### src/rtl/approx_adder_evaluator.sv
// approx_adder_evaluator
// Drives every {a,b} operand pair into an external approximate adder and
// checks the sum it returns against the exact modulo-2^WIDTH sum. It keeps
// the total absolute error, the worst-case error and the mean absolute error.
// The returned sum is paired with its exact sum through a DUT_LATENCY-deep
// shift register. With DUT_LATENCY=0 the adder is taken to be combinational.
module approx_adder_evaluator #(
  parameter int WIDTH       = 8,
  parameter int DUT_LATENCY = 0,
  parameter int WCE_LIMIT   = 50,
  parameter int MAE_LIMIT   = 50
) (
  input  logic                 clk,
  input  logic                 rst,
  input  logic                 start,
  output logic [WIDTH-1:0]     a,
  output logic [WIDTH-1:0]     b,
  input  logic [WIDTH-1:0]     sum,
  output logic                 busy,
  output logic                 done,
  output logic [3*WIDTH-1:0]   error_total,
  output logic [WIDTH-1:0]     wce,
  output logic [WIDTH-1:0]     mae,
  output logic                 pass
);

  localparam int IW    = 2 * WIDTH;
  localparam int EW    = 3 * WIDTH;
  localparam int LAT_D = (DUT_LATENCY > 0) ? DUT_LATENCY : 1;
  localparam int CW    = (LAT_D > 1) ? $clog2(LAT_D) : 1;

  localparam logic [1:0] S_IDLE  = 2'd0;
  localparam logic [1:0] S_RUN   = 2'd1;
  localparam logic [1:0] S_DRAIN = 2'd2;
  localparam logic [1:0] S_DONE  = 2'd3;

  localparam logic [IW-1:0] IDX_LAST   = {IW{1'b1}};
  localparam logic [CW-1:0] DRAIN_LAST = CW'(LAT_D - 1);

  logic [1:0]       r_state;
  logic [IW-1:0]    r_idx;
  logic [CW-1:0]    r_drain_cnt;
  logic             r_busy;
  logic             r_done;
  logic             r_pass;
  logic [EW-1:0]    r_err;
  logic [WIDTH-1:0] r_wce;
  logic [WIDTH-1:0] r_mae;

  logic             w_start_acc;
  logic             w_vld_now;
  logic             w_vld;
  logic             w_pass_upd;
  logic [WIDTH-1:0] w_exact_now;
  logic [WIDTH-1:0] w_exp;
  logic [WIDTH-1:0] w_diff;
  logic [WIDTH-1:0] w_wce_upd;
  logic [WIDTH-1:0] w_mae_upd;
  logic [EW-1:0]    w_err_upd;

  // start is only honoured when no run is in progress.
  assign w_start_acc = start && ((r_state == S_IDLE) || (r_state == S_DONE));

  // The vector counter is the operand register: a is the upper half, b the lower half.
  assign w_exact_now = r_idx[IW-1:WIDTH] + r_idx[WIDTH-1:0];
  assign w_vld_now   = (r_state == S_RUN);

  generate
    if (DUT_LATENCY == 0) begin : g_nodelay
      assign w_exp = w_exact_now;
      assign w_vld = w_vld_now;
    end else begin : g_delay
      logic [WIDTH-1:0]       r_pipe_exp [DUT_LATENCY];
      logic [DUT_LATENCY-1:0] r_pipe_vld;

      // Delay the exact sum and its valid flag so they meet the adder's sum.
      always_ff @(posedge clk) begin
        if (rst || w_start_acc) begin
          for (int i = 0; i < DUT_LATENCY; i++) begin
            r_pipe_exp[i] <= '0;
          end
          r_pipe_vld <= '0;
        end else begin
          r_pipe_exp[0] <= w_exact_now;
          r_pipe_vld[0] <= w_vld_now;
          for (int i = 1; i < DUT_LATENCY; i++) begin
            r_pipe_exp[i] <= r_pipe_exp[i-1];
            r_pipe_vld[i] <= r_pipe_vld[i-1];
          end
        end
      end

      assign w_exp = r_pipe_exp[DUT_LATENCY-1];
      assign w_vld = r_pipe_vld[DUT_LATENCY-1];
    end
  endgenerate

  // Absolute difference between the exact sum and the returned sum (both unsigned).
  always_comb begin
    w_diff = '0;
    if (w_exp >= sum) begin
      w_diff = w_exp - sum;
    end else begin
      w_diff = sum - w_exp;
    end
  end

  // Next accumulator values. These are used on the cycle a valid pair arrives.
  always_comb begin
    w_err_upd = r_err;
    w_wce_upd = r_wce;
    if (w_vld) begin
      w_err_upd = r_err + EW'(w_diff);
      if (w_diff > r_wce) begin
        w_wce_upd = w_diff;
      end else begin
        w_wce_upd = r_wce;
      end
    end else begin
      w_err_upd = r_err;
      w_wce_upd = r_wce;
    end
  end

  // The mean is the total divided by the 2^(2*WIDTH) vectors.
  assign w_mae_upd  = w_err_upd[EW-1:IW];
  assign w_pass_upd = (32'(w_mae_upd) <= MAE_LIMIT) &&
                      (32'(w_wce_upd) <= WCE_LIMIT) &&
                      (w_wce_upd != '0);

  // Control FSM, stimulus counter and result registers.
  always_ff @(posedge clk) begin
    if (rst) begin
      r_state     <= S_IDLE;
      r_idx       <= '0;
      r_drain_cnt <= '0;
      r_busy      <= 1'b0;
      r_done      <= 1'b0;
      r_pass      <= 1'b0;
      r_err       <= '0;
      r_wce       <= '0;
      r_mae       <= '0;
    end else begin
      case (r_state)
        S_IDLE, S_DONE: begin
          if (start) begin
            r_state     <= S_RUN;
            r_idx       <= '0;
            r_drain_cnt <= '0;
            r_busy      <= 1'b1;
            r_done      <= 1'b0;
            r_pass      <= 1'b0;
            r_err       <= '0;
            r_wce       <= '0;
            r_mae       <= '0;
          end
        end
        S_RUN: begin
          r_err <= w_err_upd;
          r_wce <= w_wce_upd;
          r_mae <= w_mae_upd;
          if (r_idx == IDX_LAST) begin
            if (DUT_LATENCY == 0) begin
              r_state <= S_DONE;
              r_busy  <= 1'b0;
              r_done  <= 1'b1;
              r_pass  <= w_pass_upd;
            end else begin
              r_state     <= S_DRAIN;
              r_drain_cnt <= '0;
            end
          end else begin
            r_idx <= r_idx + {{(IW-1){1'b0}}, 1'b1};
          end
        end
        S_DRAIN: begin
          r_err <= w_err_upd;
          r_wce <= w_wce_upd;
          r_mae <= w_mae_upd;
          if (r_drain_cnt == DRAIN_LAST) begin
            r_state <= S_DONE;
            r_busy  <= 1'b0;
            r_done  <= 1'b1;
            r_pass  <= w_pass_upd;
          end else begin
            r_drain_cnt <= r_drain_cnt + {{(CW-1){1'b0}}, 1'b1};
          end
        end
        default: begin
          r_state <= S_IDLE;
          r_busy  <= 1'b0;
          r_done  <= 1'b0;
          r_pass  <= 1'b0;
        end
      endcase
    end
  end

  assign a           = r_idx[IW-1:WIDTH];
  assign b           = r_idx[WIDTH-1:0];
  assign busy        = r_busy;
  assign done        = r_done;
  assign pass        = r_pass;
  assign error_total = r_err;
  assign wce         = r_wce;
  assign mae         = r_mae;

endmodule

### config.mk
export PLATFORM = sky130hd
export DESIGN_NAME = approx_adder_evaluator
export DESIGN_NICKNAME = d
export VERILOG_FILES = /design/src/rtl/approx_adder_evaluator.sv
export SDC_FILE = /design/constraint.sdc
export NUM_CORES = 1
export LEC_CHECK = 0
export BUFFER_PORTS_ARGS = -buffer_cell sky130_fd_sc_hd__buf_2
export CORE_MARGIN = 5
export CORE_UTILIZATION = 62
export CTS_CLUSTER_SIZE = 25
export DETAILED_ROUTE_END_ITERATION = 16
export PLACE_DENSITY_LB_ADDON = 0.3
export SYNTH_ARGS = -nofsm -noshare
export SYNTH_HDL_FRONTEND = slang
export SYNTH_SLANG_ARGS = --single-unit
export TNS_END_PERCENT = 30
### constraint.sdc
create_clock -name clk -period 9.5 [get_ports clk]
set_clock_uncertainty 0.1 [all_clocks]
set_input_delay 1.425 -clock clk [delete_from_list [all_inputs] [get_ports clk]]
set_output_delay 1.425 -clock clk [all_outputs]
set_load 0.005 [all_outputs]
# --- Yosys cells after proc, flatten, opt, wreduce, memory -nomap -nowiden ---
# Cells that the tools add are included.
classes:
  magnitude_cmp: 4
  n_bitwise: 1
  n_addsub: 6
  mux: 29
  eq_ne: 9
  reduce_logical: 11
ops:
  columns: ["op", "count"]
  rows:
  - ["$mux 24", 2]
  - ["$pmux 24 s2", 1]
  - ["$mux 16", 2]
  - ["$mux 8", 4]
  - ["$pmux 16 s2", 1]
  - ["$pmux 8 s2", 2]
  - ["$add 24x8->24", 1]
  - ["$add 16x1->16 const B", 1]
  - ["$eq 16x16->1 const B", 1]
  - ["$le 8x6->1 const B", 2]
  - ["$sub 8x8->8", 2]
  - ["$mux 1", 9]
  - ["$pmux 1 s3", 3]
  - ["$add 8x8->8", 1]
  - ["$ge 8x8->1", 1]
  - ["$gt 8x8->1", 1]
  - ["$reduce_bool 8->1", 1]
  - ["$mux 2", 3]
  - ["$ne 2x2->1 const B", 3]
  - ["$pmux 2 s3", 1]
  - ["$reduce_and 3->1", 2]
  - ["$eq 2x2->1 const B", 2]
  - ["$ne 2x1->1 const B", 2]
  - ["$reduce_and 2->1", 2]
  - ["other kinds (8)", 10]
totals:
  register_bits: 62
  out_inout_bits: 59
  input_bits: 11
  wordCells: 70

# --- Depth between registers and ports, before layout ---
# Gate-level depths: netlist of run 1.
depth:
  ltp_word: 11
  mapped_depth: 24
  depth_no_buf: 23

# --- Worst setup path after synthesis of run 1 ---
# OpenSTA, ideal clock, no wires.
synth_path:
  kind: "register -> register"
  from: "register r_idx[1]"
  to: "register r_pass, in the netlist pass"
  synth_period_minus_slack_ns: 5.495
  required_ns: 9.316
  path_buffers: 2
  arrival_time_ns: 5.311
  setup_ns: 0.084
  setup_slack_ns: 4.005
  stages_incl_launch_ff: 24
  cell_sequence: "dfxtp_1 > ha_1 > a21o_1 > a21oi_1 > o21bai_1 > a21oi_1 > xnor2_1 > ha_1 > buf_6 > a21o_1 > a21o_1 > a211oi_4 > mux2i_1 > inv_1 > fa_1 > nor2b_1 > o31ai_1 > a311oi_1 > nor2_1 > buf_2 > nor4_1 > xnor2_1 > nand4_1 > o31ai_2"
synth_via:
  elab_chain_cells: 11
  word_cells_on_any_way: 21
  classes_between: "add/sub: 4; order compare: 4; eq/ne: 2; mux: 7; reduce/logical: 4"
synth_rtl:
  columns: ["element", "line_no", "source"]
  rows:
  - ["start: declaration", "41", "logic [IW-1:0] r_idx;"]
  - ["start signal: assignment", "173", "r_idx <= r_idx + {{(IW-1){1'b0}}, 1'b1};"]
  - ["branches (longest 11 deep; another with $add 24x8->24)", null, null]
  - ["end signal: assignment", "167", "r_pass <= w_pass_upd;"]
  - ["end signal: assignment", "184", "r_pass <= w_pass_upd;"]
  - ["end: declaration", "45", "logic r_pass;"]
# Parallel ways; which one is timed is not known. The select of a mux whose other input is x is not followed.
# A chain may end at the register's enable or synchronous reset.

# --- Worst setup path in the final report of run 1 ---
# Same ends and word-level chain as after synthesis.

==> metrics.sh, run 1 <==
CRITPATHKIND='flop to flop'
FINAL.SETUP.TNS_NS=0
RR_ENDPOINT='pass'
FLOORPLAN.CORE_AREA_SQ_UM=6719
CTS_MAX_LEVEL=2
POWER_mW=0.7061
YS_SEQ_AREA_SHARE_PCT=24.71
RR_STARTPOINT='r_idx[1]'
GLOBALROUTE.TOTALOVERFLOW=0
LARGEST_NET_DEGREE_AT_THE_START_OF_GLOBAL_ROUTING=41
WORST-ENDPOINT-ARRIVAL_NS=6.59
CTS_HOLD_REPAIR.BUFFERS=0
P_LEAK_nW=2.022
FINAL_AREA_SQ_UM=4588
POWER.SEQUENTIAL.FRACTION_PCT=36.2
IR_WORST_VDD_V=0.0001102
FINAL_COMMON_CELL='sky130_fd_sc_hd__nor2_1'
DR.PASS1.ITERS=6
YOSYSWARNINGS=0
NUMBER_OF_DRC_MARKERS_AFTER_THE_INITIAL_DETAILED_ROUTE_ITERATION=293
RUN_STATUS='finished clean'
COUNT_OF_VIAS_PLACED_BY_THE_DETAILED_ROUTER=4163
CTS_ROOT_BUF='sky130_fd_sc_hd__clkbuf_8'
NUM_ROWS=30
TIMING_WORST_SLEW_PIN_VALUE_NS=0.9395
POST-ROUTE-PERIOD-UTIL_PCT=68.28
WORST_SLEW_MARGIN_REL_PCT=37.37
PLACE_HPWL_MICRONS=7929
PWR-SHARE-COMB_PCT=44.2
ASYNC_S_R_FF_SHARE_SYNTH_PCT=0
DIE_HEIGHT_MICRONS=92.43
RSZ_0062_RAISED_AFTER_GLOBAL_ROUTING='no'
WORST_SETUP_HOLD_PATH_CLK_SLEW_NS=0.11
SYNTH_AREA_SQ_UM=4213
POST_CTS.REPAIR.SETUP_BUFFERS=0
AVGVIACOUNTPERCELL=6.195
DPL_WORST_SLACK_NS=3.126
DIE_W_MICRONS=92.43
GRT_UTIL_ALL_LAYERS_PCT=24.21
IO-PIN-COUNT=70
ROUTE.ANTENNA.REMAINING_NETS=0
ENDPOINT_KIND='flop'
LAYOUT.CELLS.MOST_COMMON_LIST='sky130_fd_sc_hd__nor2_1, sky130_fd_sc_hd__buf_2, sky130_fd_sc_hd__dfxtp_1, sky130_fd_sc_hd__a21oi_1, sky130_fd_sc_hd__inv_1'
WORSTSKEWPAIRLATENCY_NS=0.32
CTS-RESIZED-GATES=0
POWER.DENSITY_nW_PER_UM2=153.9
CTS-BUFFERS-INSERTED=5
SETUP_VIOL=0
CP_TOP_FAMILY='compound AO/OA/AOI/OAI gates'
CELLINTERNALPOWER_mW=0.4094
AVGROUTEDWIREPERCELL_MICRONS=15.54
GP_ROUTABILITY_CONGESTION=0.9524
GRT_PASS1_VIAS=3863
SHARE_CLK_OF_TOTAL_POWER_PCT=19.6
SYN-MEAN-INSTANCE-AREA_SQ_UM=7.688
INITIAL_ANTENNA_VIOLATION_COUNT=0
CLOCK.FMAX_MHz=154.2
TRITONCTS='done'
CLOCK_TREE.BUFFER_DEPTH=2
TIMING.CRITICAL_PATH.SLOWEST_CELL_DELAY_NS=0.69
CP_MAX_FO=13
ANTENNA_FIX_CELLS=0
CRIT_PATH_END='pass'
TIMING.REG2REG.WORST_PATH_DEPTH=21
YS_FF_LATCH=52
FIN_NETS=647
POST_SYNTH_EDFFS=0
SWITCHINGPOWER_mW=0.2967
CP_NUM_BUF_INV=0
CRIT_STARTPOINT='r_idx[1]'
CAP_VIOL_MAX_COUNT=0
PLACEDINSTANCEAREA_SQ_UM=4492
SYNTH_TOP_AREA_SHARE_PCT=24.71
SWSHARE_PCT=42.02
PATH_CELLS='ha_1 > a21o_1 > a21oi_1 > o21bai_1 > a21oi_1 > xnor2_1 > ha_1 > a21o_1 > a21o_1 > a211oi_4 > mux2i_1 > xor2_2 > ha_1 > nor2b_1 > o31ai_1 > a311oi_1 > nor2_1 > mux2_1 > o31ai_1 > a32o_1 > o31ai_2'
DRC=0
FLOW.AREA_GROWTH_FROM_SYNTHESIS_PCT=8.910
WORST_HOLD_PATH.NUM_CELLS=2
BUFFER_PORTS.INSERTED=69
CP.REQUIRED_NS=9.60
CLOCK-SINKS=52
FINALWORSTSETUPSLACK_NS=3.013
CRITICAL-PATH-SLOWEST-CELL='sky130_fd_sc_hd__nor2_1'
SYN-INSTANCE-COUNT=548
DIEAREA_SQ_UM=8543
SYNTH_TOP_AREA_CELL='sky130_fd_sc_hd__dfxtp_1'
CRITPATHLAUNCHTYPE='flop'
LAYOUT_MIN_CYCLE_TIME_NS=6.487
YS_TOP_CELLS_BY_AREA='sky130_fd_sc_hd__dfxtp_1, sky130_fd_sc_hd__ha_1, sky130_fd_sc_hd__nor2_1'
START_UTIL_PCT=62.70
SYNTH_TOP_FLOP_CELL='sky130_fd_sc_hd__dfxtp_1'
DRV_SLEW=0
GRT_FIRST_PASS_WIRELENGTH_MICRONS=17250
DRIVE_GT1_SHARE_PCT=14.36
TOTAL_STAGE_COUNT_OF_THE_CRITICAL_PATH=21
POSTSYNTHNETCOUNT=604
WORST_HOLD_PATH_TYPE='flop to flop'
FF2FF_SETUP_SLACK_NS=3.01
DISTINCT_CELL_TYPE_COUNT_AFTER_SYNTHESIS=60
DETAIL_ROUTE.WIRELENGTH_MICRONS=10440
FINALHOLDVIOLCOUNT=0
[routing by layer]
layer / track usage [%] / part of all wire, % / vias up
met5: 0 / 0 / -
met4: 8.168 / 2.1 / 0
met3: 4.712 / 7.2 / 25
met2: 43.69 / 49 / 183
met1: 28.49 / 41 / 1938
li1: - / - / 2017
[registers in the layout (all words and copies together) (netlist names)]
register	flops
busy	1
error_total	24
pass	1
r_idx	16
r_state	2
wce	8
[cell usage after synthesis (all sizes together) (2+ instances only)]
master	n
buf	14
nand3b	4
a21o	9
nor4	5
nor2	71
clkbuf	19
o32a	4
xnor2	21
a2bb2oi	4
o21ai	27
xor2	11
o21a	5
a32o	2
o21bai	4
or3	8
mux2i	9
ha	41
nand3	15
o31ai	5
inv	42
a21oi	47
o211ai	2
nand4	17
nor2b	4
nand2	34
and4	3
nor3	14
a22oi	4
a211oi	8
a31oi	4
fa	4
nand2b	6
or2	5
o22a	7
and3	3
dfxtp	52
[area by class of cell]
| type | count | area, sq um |
|---|---|---|
| well taps | 80 | 100.1 |
| repair buffers | 69 | 345.3 |
| clock buffers | 5 | 68.82 |
| clock inverters | 3 | 27.53 |
| flip-flops and latches | 52 | 1041 |
| multi-input cells | 421 | 2848 |
| inverters | 42 | 157.7 |
| fillers | 578 | 2131 |
[worst min path at each step]
stage | slack [ns] | to | from
2_1_floorplan | 0.35 | r_state[0] | r_state[0]
3_3_place_gp | 0.36 | r_state[0] | r_state[0]
3_5_place_dp | 0.37 | r_state[0] | r_state[0]
4_1_cts | 0.39 | r_state[0] | r_state[0]
5_1_grt | 0.40 | error_total[3] | error_total[3]
6_report | 0.39 | r_state[0] | r_state[0]
[power by group through the flow]
stage          Clock [mW]  Combinational [mW]  Sequential [mW]
2_1_floorplan           0               0.233            0.258
4_1_cts             0.143               0.311            0.255
5_1_grt             0.150               0.349            0.258
3_3_place_gp            0               0.299            0.259
6_report            0.139               0.312            0.255
3_5_place_dp            0               0.309            0.260
[cell families (layout without fill, tap and decap cells)]
family                   count (synthesis)  after routing  synth area share [%]
adder cells (fa/ha/maj)                 45             45                 14.08
AO/OA/AOI/OAI                          142            142                 22.30
AND/OR/NAND/NOR                        192            192                 21.80
XOR/XNOR                                32             32                 7.009
flip-flops                              52             52                 24.71
multiplexers                            10             10                 2.406
buffers and inverters                   75            119                 7.692
[tightest hold or removal path, stage by stage (launching register included)]
cell                      delay, ns
sky130_fd_sc_hd__dfxtp_1       0.33
sky130_fd_sc_hd__inv_1         0.07
sky130_fd_sc_hd__a21oi_1       0.06
[per-stage QoR]
stage                     cells  util (%)  hold slack, ns
after floorplan             548         -          0.3533
after global placement      664     66.85          0.3639
after detailed placement    664     66.85          0.3716
after CTS                   672     68.29          0.3873
after global routing        672     68.29          0.4045
final                       672     68.29          0.3934
Note: power is estimated with default switching activity, not from simulation.
==> inputs of run 2 (changes only) <==
Settings changed: CORE_UTILIZATION 62 to 58.
Clock period 9.5 ns to 6.65 ns, I/O delays scaled along.
==> run 2 against run 1 <==
  * Cell count is 3.1% higher
  * Via count is 1.9% lower
  * First-iteration DRC count is 26% lower
==> metrics.sh, run 2 (synthesis results as in run 1) <==
DIE_W_MICRONS=95.23  # +3.0%
DIEAREA_SQ_UM=9068  # +6.1%
GRT_PASS1_VIAS=3799  # -1.7%
FINAL.SETUP.TNS_NS=0  # unchanged
LAYOUT_MIN_CYCLE_TIME_NS=6.043  # -0.4442 ns
AVGVIACOUNTPERCELL=5.892  # -4.9%
CP.REQUIRED_NS=6.79  # -2.81 ns
DR.PASS1.ITERS=5  # -1
WORST_SLEW_MARGIN_REL_PCT=35.73  # -1.6 points
WORSTSKEWPAIRLATENCY_NS=0.32  # about the same
TIMING.REG2REG.WORST_PATH_DEPTH=22  # +4.8%
CP_MAX_FO=9  # -4
TIMING.CRITICAL_PATH.SLOWEST_CELL_DELAY_NS=0.48  # -0.21 ns
RUN_STATUS='finished clean'
CRITICAL-PATH-SLOWEST-CELL='sky130_fd_sc_hd__dfxtp_1'
POWER.DENSITY_nW_PER_UM2=220.6  # +43%
FF2FF_SETUP_SLACK_NS=0.61  # -2.41 ns
RR_STARTPOINT='r_idx[1]'
LARGEST_REGISTER_FFS=24  # unchanged
CAP_VIOL_MAX_COUNT=0  # unchanged
TIMING_WORST_SLEW_PIN_VALUE_NS=0.9641  # +0.02453 ns
CTS_ROOT_BUF='sky130_fd_sc_hd__clkbuf_8'
WORST_HOLD_PATH_TYPE='flop to flop'
DRIVE_GT1_SHARE_PCT=15.15  # +0.79 points
CLOCK.FMAX_MHz=165.5  # +7.4%
HOLD_END='r_state[0]'
PLACE_HPWL_MICRONS=8074  # +1.8%
FLOORPLAN.CORE_AREA_SQ_UM=7176  # +6.8%
WORST_HOLD_PATH.NUM_CELLS=2  # unchanged
POST_CTS.REPAIR.SETUP_BUFFERS=0  # unchanged
CRIT_TOP_CELL='sky130_fd_sc_hd__a21o_1'
FLOW.AREA_GROWTH_FROM_SYNTHESIS_PCT=10.28
DPL_WORST_SLACK_NS=0.4085  # -2.718 ns
WORST-ENDPOINT-ARRIVAL_NS=6.18  # -0.41 ns
DETAIL_ROUTE.WIRELENGTH_MICRONS=10540  # +0.93%
FINALWORSTSETUPSLACK_NS=0.6074  # -2.406 ns
LARGEST_NET_DEGREE_AT_THE_START_OF_GLOBAL_ROUTING=41  # unchanged
DRV_SLEW=0  # unchanged
ANTENNA_FIX_CELLS=0  # unchanged
PATH_CELLS='ha_1 > a21o_1 > a21oi_1 > o21bai_1 > a21oi_1 > xnor2_1 > ha_1 > a21o_1 > a21o_1 > a211oi_4 > buf_4 > mux2i_1 > xor2_1 > ha_1 > a21o_1 > a21o_1 > a21oi_1 > or2_0 > nand2_1 > a21oi_1 > a211oi_1 > o31ai_2'
CRITPATHKIND='flop to flop'
CLOCK-SINKS=52  # unchanged
AVGROUTEDWIREPERCELL_MICRONS=15.21  # -2.1%
DIE_HEIGHT_MICRONS=95.23  # +3.0%
COUNT_OF_VIAS_PLACED_BY_THE_DETAILED_ROUTER=4083  # -1.9%
GP_ROUTABILITY_CONGESTION=0.9090  # -4.6%
FINAL_COMMON_CELL='sky130_fd_sc_hd__nor2_1'
P_LEAK_nW=2.033  # +0.55%
TRITONCTS='done'
WORST_SETUP_HOLD_PATH_CLK_SLEW_NS=0.12  # about the same
NUMBER_OF_DRC_MARKERS_AFTER_THE_INITIAL_DETAILED_ROUTE_ITERATION=216  # -26%
BUFFER_PORTS.INSERTED=69  # unchanged
CTS_MAX_LEVEL=2  # unchanged
CRITPATHLAUNCHTYPE='flop'
INITIAL_ANTENNA_VIOLATION_COUNT=0  # unchanged
FINALHOLDVIOLCOUNT=0  # unchanged
GLOBALROUTE.TOTALOVERFLOW=0  # unchanged
POST-ROUTE-PERIOD-UTIL_PCT=90.87  # +23 points
IO-PIN-COUNT=70  # unchanged
START_UTIL_PCT=58.71  # -4.0 points
ENDPOINT_KIND='flop'
RSZ_0062_RAISED_AFTER_GLOBAL_ROUTING='no'
ROUTE.ANTENNA.REMAINING_NETS=0  # unchanged
MIN-DELAY-START='r_state[0]'
LAYOUT.CELLS.MOST_COMMON_LIST='sky130_fd_sc_hd__nor2_1, sky130_fd_sc_hd__buf_2, sky130_fd_sc_hd__dfxtp_1, sky130_fd_sc_hd__a21oi_1, sky130_fd_sc_hd__inv_1'
GRT_UTIL_ALL_LAYERS_PCT=23.58  # -0.63 points
CP_NUM_BUF_INV=1  # +1
SETUP_VIOL=0  # unchanged
RR_ENDPOINT='pass'
GRT_FIRST_PASS_WIRELENGTH_MICRONS=17330  # +0.48%
FIN_NETS=649  # +0.31%
CP_TOP_FAMILY='compound AO/OA/AOI/OAI gates'
NUM_ROWS=31  # +3.3%
IR_WORST_VDD_V=0.0001542  # +40%
CLOCK_TREE.BUFFER_DEPTH=2  # unchanged
DRC=0  # unchanged
CTS-BUFFERS-INSERTED=5  # unchanged
-- run 2: cell types whose count changed in the layout (fill, tap and decap cells not counted), sizes merged --
| cell | before | now |
|---|---|---|
| buf | 69 | 71 |
| clkinv | 1 | 0 |
| inv | 43 | 45 |
| clkinvlp | 1 | 0 |
-- run 2: how the worst max path moves through the flow --
stage | start | end | cells after the start
after floorplan | r_idx[1] | pass | 23
after global placement | r_idx[1] | pass | 21
after detailed placement | r_idx[1] | pass | 21
after CTS | r_idx[1] | pass | 21
after global routing | r_idx[1] | pass | 21
final | r_idx[1] | pass | 22
-- run 2: repair_timing --
action | CTS | global route
setup endpoints to repair | 0 | 5
endpoints found under the hold margin | 0 | 0
hold buffers | 0 | 0
resized for setup | 0 | 4
-- run 2: through the flow --
| step | cells | instance area (sq um) | hold WS, ns | utilization (%) | power [mW] |
|---|---|---|---|---|---|
| after global placement | 685 | 4531 | 0.3633 | 63.14 | 0.8011 |
| final | 693 | 4646 | 0.3952 | 64.74 | 1.025 |
| after CTS | 693 | 4628 | 0.3933 | 64.50 | 1.022 |
| after detailed placement | 685 | 4531 | 0.3768 | 63.14 | 0.8159 |
| after global routing | 693 | 4646 | 0.4090 | 64.74 | 1.096 |
| after floorplan | 548 | 4213 | 0.3533 | - | 0.7017 |
-- run 2: tightest hold or removal path, delay by kind of cell, from the launching register on --
family / cells / cell delay, ns
buffers and inverters: 1 / 0.07
AO/OA/AOI/OAI: 1 / 0.06
flip-flops: 1 / 0.33
-- run 2: cell type report --
cell class | instances | area (sq um)
clock buffers | 5 | 68.82
multi-input cells | 421 | 2865
clock inverters | 3 | 28.78
flip-flops and latches | 52 | 1041
well taps | 99 | 123.9
inverters | 42 | 157.7
repair buffers | 71 | 360.3
fillers | 629 | 2530
-- run 2: metal layers --
layer | track usage (%) | vias up | wire (microns)
li1 | - | 2024 | -
met1 | 28.20 | 1903 | 4542
met2 | 42.10 | 128 | 5144
met3 | 4.499 | 28 | 599
met4 | 7.813 | 0 | 255
met5 | 0 | - | 0
-- run 2: power breakdown --
| group | switching, mW | total, mW | internal, mW |
|---|---|---|---|
| combinational | 0.278 | 0.452 | 0.173 |
| sequential | 0.0278 | 0.365 | 0.337 |
| clock | 0.128 | 0.208 | 0.0800 |
